===== config.mk =====
export PLATFORM = sky130hd
export DESIGN_NAME = alu_seq
export DESIGN_NICKNAME = d
export VERILOG_FILES = /design/src/rtl/alu_seq.sv
export SDC_FILE = /design/constraint.sdc
export NUM_CORES = 1
export LEC_CHECK = 0
export ABC_AREA = 1
export CAP_MARGIN = 15
export CELL_PAD_IN_SITES_DETAIL_PLACEMENT = 0
export CELL_PAD_IN_SITES_GLOBAL_PLACEMENT = 1
export CORE_AREA = 2 2 133 135
export DETAILED_ROUTE_END_ITERATION = 8
export DIE_AREA = 0 0 135 137
export PLACE_DENSITY_LB_ADDON = 0.1
export SKIP_LAST_GASP = 1
export SLEW_MARGIN = 5
export SYNTH_ARGS = -nofsm -noshare
export SYNTH_HDL_FRONTEND = slang
export SYNTH_SLANG_ARGS = --single-unit

===== constraint.sdc =====
create_clock -name clk_i -period 2.6 [get_ports clk_i]
set_clock_uncertainty 0.1 [all_clocks]
set_input_delay 0.39 -clock clk_i [delete_from_list [all_inputs] [get_ports clk_i]]
set_output_delay 0.39 -clock clk_i [all_outputs]
set_load 0.05 [all_outputs]

===== src/rtl/alu_seq.sv =====
// Registered ALU with a start/busy/done handshake and Z/C/N/V flags.
// Single-cycle ops complete at the accept edge; MUL iterates shift-and-add for WIDTH cycles.
module alu_seq #(
  parameter int WIDTH = 8
) (
  input  logic             clk_i,
  input  logic             rst_n_i,
  input  logic             start_i,
  input  logic [2:0]       op_i,
  input  logic [WIDTH-1:0] x_i,
  input  logic [WIDTH-1:0] y_i,
  output logic [WIDTH-1:0] r_o,
  output logic             fz_o,
  output logic             fc_o,
  output logic             fn_o,
  output logic             fv_o,
  output logic             busy_o,
  output logic             done_o
);

  localparam int CNT_W = $clog2(WIDTH + 1);

  localparam logic [2:0] OP_ADD = 3'd0;
  localparam logic [2:0] OP_SUB = 3'd1;
  localparam logic [2:0] OP_AND = 3'd2;
  localparam logic [2:0] OP_OR  = 3'd3;
  localparam logic [2:0] OP_XOR = 3'd4;
  localparam logic [2:0] OP_SHL = 3'd5;
  localparam logic [2:0] OP_SHR = 3'd6;
  localparam logic [2:0] OP_MUL = 3'd7;

  typedef enum logic {
    S_IDLE = 1'b0,
    S_MUL  = 1'b1
  } state_e;

  state_e state_q, state_d;

  logic [WIDTH-1:0]   r_q, r_d;
  logic               fz_q, fz_d;
  logic               fc_q, fc_d;
  logic               fn_q, fn_d;
  logic               fv_q, fv_d;
  logic               done_q, done_d;
  logic [CNT_W-1:0]   cnt_q, cnt_d;
  logic [2*WIDTH-1:0] mcand_q, mcand_d;
  logic [2*WIDTH-1:0] acc_q, acc_d;
  logic [WIDTH-1:0]   mplier_q, mplier_d;

  logic               accept;
  logic               last_iter;
  logic [2*WIDTH-1:0] acc_sum;
  logic [WIDTH+1:0]   single_res;

  // Returns {carry, overflow, result} for every non-multiply opcode.
  function automatic logic [WIDTH+1:0] alu_single(input logic [2:0]       op,
                                                  input logic [WIDTH-1:0] x,
                                                  input logic [WIDTH-1:0] y);
    logic signed [WIDTH-1:0] xs;
    logic signed [WIDTH-1:0] ys;
    logic [WIDTH:0]          wide;
    logic [WIDTH-1:0]        r;
    logic                    c;
    logic                    v;
    xs   = signed'(x);
    ys   = signed'(y);
    wide = '0;
    r    = '0;
    c    = 1'b0;
    v    = 1'b0;
    case (op)
      OP_ADD: begin
        wide = {1'b0, x} + {1'b0, y};
        r    = wide[WIDTH-1:0];
        c    = wide[WIDTH];
        v    = (xs[WIDTH-1] == ys[WIDTH-1]) && (r[WIDTH-1] != xs[WIDTH-1]);
      end
      OP_SUB: begin
        wide = {1'b0, x} - {1'b0, y};
        r    = wide[WIDTH-1:0];
        c    = wide[WIDTH];
        v    = (xs[WIDTH-1] != ys[WIDTH-1]) && (r[WIDTH-1] != xs[WIDTH-1]);
      end
      OP_AND: r = x & y;
      OP_OR:  r = x | y;
      OP_XOR: r = x ^ y;
      OP_SHL: begin
        r = {x[WIDTH-2:0], 1'b0};
        c = x[WIDTH-1];
      end
      OP_SHR: begin
        r = {1'b0, x[WIDTH-1:1]};
        c = x[0];
      end
      default: ;
    endcase
    return {c, v, r};
  endfunction

  assign accept     = start_i && (state_q == S_IDLE);
  assign last_iter  = (state_q == S_MUL) && (cnt_q == CNT_W'(WIDTH - 1));
  assign acc_sum    = acc_q + (mplier_q[0] ? mcand_q : '0);
  assign single_res = alu_single(op_i, x_i, y_i);

  // State register
  always_ff @(posedge clk_i) begin
    if (!rst_n_i) begin
      state_q <= S_IDLE;
    end else begin
      state_q <= state_d;
    end
  end

  // Next-state logic
  always_comb begin
    state_d = state_q;
    case (state_q)
      S_IDLE: if (accept && (op_i == OP_MUL)) state_d = S_MUL;
      S_MUL:  if (last_iter) state_d = S_IDLE;
      default: state_d = S_IDLE;
    endcase
  end

  // Output and datapath next values
  always_comb begin
    r_d      = r_q;
    fz_d     = fz_q;
    fc_d     = fc_q;
    fn_d     = fn_q;
    fv_d     = fv_q;
    done_d   = 1'b0;
    cnt_d    = cnt_q;
    mcand_d  = mcand_q;
    acc_d    = acc_q;
    mplier_d = mplier_q;
    case (state_q)
      S_IDLE: begin
        if (accept) begin
          if (op_i == OP_MUL) begin
            mcand_d  = {{WIDTH{1'b0}}, x_i};
            mplier_d = y_i;
            acc_d    = '0;
            cnt_d    = '0;
          end else begin
            r_d    = single_res[WIDTH-1:0];
            fc_d   = single_res[WIDTH+1];
            fv_d   = single_res[WIDTH];
            fz_d   = (single_res[WIDTH-1:0] == '0);
            fn_d   = single_res[WIDTH-1];
            done_d = 1'b1;
          end
        end
      end
      S_MUL: begin
        acc_d    = acc_sum;
        mcand_d  = mcand_q << 1;
        mplier_d = mplier_q >> 1;
        cnt_d    = cnt_q + CNT_W'(1);
        if (last_iter) begin
          r_d    = acc_sum[WIDTH-1:0];
          fc_d   = |acc_sum[2*WIDTH-1:WIDTH];
          fv_d   = 1'b0;
          fz_d   = (acc_sum[WIDTH-1:0] == '0);
          fn_d   = acc_sum[WIDTH-1];
          done_d = 1'b1;
        end
      end
      default: ;
    endcase
  end

  // Result, flags and handshake registers
  always_ff @(posedge clk_i) begin
    if (!rst_n_i) begin
      r_q    <= '0;
      fz_q   <= 1'b0;
      fc_q   <= 1'b0;
      fn_q   <= 1'b0;
      fv_q   <= 1'b0;
      done_q <= 1'b0;
      cnt_q  <= '0;
    end else begin
      r_q    <= r_d;
      fz_q   <= fz_d;
      fc_q   <= fc_d;
      fn_q   <= fn_d;
      fv_q   <= fv_d;
      done_q <= done_d;
      cnt_q  <= cnt_d;
    end
  end

  // Multiply operands carry no reset; they are reloaded on every MUL accept.
  always_ff @(posedge clk_i) begin
    mcand_q  <= mcand_d;
    acc_q    <= acc_d;
    mplier_q <= mplier_d;
  end

  assign r_o    = r_q;
  assign fz_o   = fz_q;
  assign fc_o   = fc_q;
  assign fn_o   = fn_q;
  assign fv_o   = fv_q;
  assign done_o = done_q;
  assign busy_o = (state_q == S_MUL);

endmodule


==> results.md <==
- Hold WC Path Type: reg2reg
- Share of cells above drive strength 1: 0.153
- Total chip power: 0.00319 W
- Final setup fails: 0
- CTS Hold Buffers Added: 0
- Post-synth cell types: 38
- Final WL: 15000 um
- Clock latency on the worst-skew pair: 0.33 ns
- Grt met2 use: 0.307
- Total iterations of the first detailed-routing run: 5
- Min Tclk post-route: 2.44 ns
- Vias: 4730
- Max VDD drop: 0.000217 V
- ANT cells: 0
- Post-synth EDFFs: 40
- Mapped Area: 4840 um^2
- Site Rows: 48
- RSZ-0062 raised after global routing: true
- Critical path arrival: 2.61 ns
- CP max FO: 3
- CTS clock-pin slew for the worst setup and hold paths: 0.06 ns
- CTS root buffer: clkbuf_16
- PortBufs: 35
- GRT overflow: 0
- CTS tree: yes
- Initial DRC Count: 251
- Ranking of synthesized cells by area: edfxtp_1 (25%), nand2_1 (17%), ha_1 (10%)
- Gate Count Post-Synth: 716
- Post-route insts no fill: 1041
- CTS H-tree depth: 3
- Vias in the first global route: 4751
- Initial antenna violation count: 0
- Synthesized area per cell: 6.76 um^2
- TritonCTS buffer count: 9
- Sw Share: 0.291
- Die area: 18500 um^2
- WS Path Type: reg2reg
- Area Overhead vs Synth: 30.9%
- Reg power frac: 0.325
- Detail Placement HPWL: 12200 um
- Sequential fraction of the synthesis area: 0.318
- Gp weighted congestion: 0.865
- Pin count of the biggest net entering global routing: 35
- Slew margin rel.: 0.660
- Fmax: 0.410 GHz
- Worst Setup SP: mplier_q[0]$_DFFE_PP_
- Clock power frac: 0.430
- Synth async-reset ratio: 0
- Psw: 0.000930 W
- Most common cell in the netlist: nand2_1
- DRT antenna net count: 0
- Outcome: complete, no violations
- GRT Max-Usage Layer: met2
- Filler cells: 1857
- Dpl cells: 1023
- Post-synth top area share: 0.248
- Residual DRC: 0
- Comb pwr share: 0.245
- Worst setup EP type: register
- Area of the multi-input gates: 2790 um^2
- Cell internal pwr: 0.00226 W
- Final Hold Viols: 0
- Sequential cell area: 1540 um^2
- Routed WL per cell: 14.4 um
- Met1 Use GR: 0.207
- Hold wc startpoint: cnt_q[3]$_SDFFE_PN0P_
- Critical Path RT: 2.77 ns
- Routed vias/inst: 4.54
- P_leak: 3.19 nW
- Die H: 137 um
- CP Launch Type: register
- Fin nets: 876
- Syn. warnings: 0
- Global-route wire length before repair: 24100 um
- GRT met3 Usage: 0.0278
- Clock sinks: 57
- #FFs+latches synth: 57
- Reg-to-Reg Start: mplier_q[0]$_DFFE_PP_
- Area leader, netlist: edfxtp_1
- Total track usage: 0.169
- Top FF cell, synth: edfxtp_1
- Most common library cells after synthesis: nand2_1 (216), inv_1 (125), nor2_1 (60)
- Clock Path Buffers: 2
- Max Slew Vio Count: 0
- Top Ports: 36
- Power per cell area: 503 nW/um^2
- Initial core utilization: 0.284
- Mapped Nets: 781
- Period utilization: 0.937
- Maxcap violations: 0
- Width of the die: 135 um
- CORE AREA: 17100 um^2
- Actual slew at the worst max-slew pin: 0.508 ns
## worst max-delay path, stage by stage (launching register included)
cell,delay [ns]
edfxtp_1,0.42
nand2_1,0.08
inv_1,0.04
ha_2,0.19
fa_1,0.50
or2_1,0.26
nor3_2,0.16
nand2_1,0.08
nor2_2,0.08
nand3_1,0.12
nor2_2,0.16
nor2_1,0.06
a21oi_2,0.12
## layout make-up
class,instances,share of cell area
multi-input cells,508,0.440
flip-flops and latches,57,0.243
repair buffers,105,0.142
inverters,130,0.0773
well taps,225,0.0444
clock buffers,10,0.0361
clock inverters,6,0.0168
## flip-flops by register name, indices dropped and copies added, names as in the netlist
name / cells
cnt_q: 4
fv_o: 1
done_o: 1
fz_o: 1
mcand_q: 16
mplier_q: 8
acc_q: 16
busy_o: 1
fc_o: 1
r_o: 7
fn_o: 1
## path summary, 6_finish.rpt
check	endpoint	slack, ns	cells after the start
worst max register to register	fz_o$_SDFFE_PN0P_	0.16	12
worst max-delay path	fz_o$_SDFFE_PN0P_	0.16	12
worst min register to register	cnt_q[3]$_SDFFE_PN0P_	0.37	2
worst min-delay path	cnt_q[3]$_SDFFE_PN0P_	0.37	2
## per-stage QoR
step	TNS (ns)	area, um^2	utilization	setup slack, ns	hold WS [ns]
floorplan	0	4840	-	0.0895	0.345
CTS	0	6210	0.364	0.0574	0.376
global route	-0.00748	6340	0.372	-0.00571	0.408
finish	0	6340	0.372	0.164	0.372
global placement	-0.187	5880	0.345	-0.102	0.354
detailed placement	-0.305	5880	0.345	-0.127	0.368
## cell usage in the layout (no fill, tap or decap), types with 3 or more instances in the layout
| cell type | Yosys | layout |
|---|---|---|
| nand4_1 | 23 | 23 |
| or2_1 | 2 | 3 |
| nand3_1 | 49 | 46 |
| o22ai_1 | 7 | 7 |
| inv_1 | 125 | 125 |
| ha_1 | 40 | 30 |
| fa_1 | 3 | 3 |
| o21ai_0 | 33 | 33 |
| buf_4 | 7 | 68 |
| clkdlybuf4s50_1 | 0 | 34 |
| nand3b_1 | 6 | 6 |
| inv_2 | 3 | 3 |
| a31oi_1 | 7 | 7 |
| ha_4 | 0 | 4 |
| a21oi_1 | 27 | 27 |
| nand3_2 | 3 | 6 |
| ha_2 | 0 | 6 |
| nand2_2 | 3 | 5 |
| dfxtp_1 | 17 | 16 |
| clkbuf_16 | 0 | 9 |
| edfxtp_1 | 40 | 40 |
| bufinv_16 | 0 | 3 |
| o21ai_1 | 4 | 4 |
| nor3_1 | 6 | 5 |
| xor2_1 | 4 | 4 |
| nor2_1 | 60 | 55 |
| nand2_1 | 216 | 214 |
| nor2_2 | 3 | 8 |
## power groups by stage
stage                     combinational, W  clock [W]  sequential, W
after detailed placement          0.000762          0        0.00106
after global placement            0.000763          0        0.00106
after CTS                         0.000766    0.00142        0.00104
final                             0.000781    0.00137        0.00104
after floorplan                   0.000403          0        0.00110
after global routing              0.000871    0.00146        0.00104
## per-layer routing
metal | vias to the layer above | wire length, um
li1 | 2478 | -
met1 | 2190 | 6840
met2 | 49 | 7650
met3 | 13 | 380
met4 | 0 | 172
met5 | - | 0
## cell families (layout without fill, tap and decap cells)
family,Yosys count,in the layout,synth area share
AND/OR/NAND/NOR,376,376,0.334
buffers and inverters,151,251,0.129
AO/OA/AOI/OAI,82,82,0.0909
flip-flops,57,57,0.318
adder cells (fa/ha/maj),43,43,0.116
XOR/XNOR,7,7,0.0127
## timing repair
action                     CTS  global route
setup buffers                0             2
setup endpoints to repair    0             2
resized for setup            0            24
Note: power is estimated with default switching activity, not from simulation.
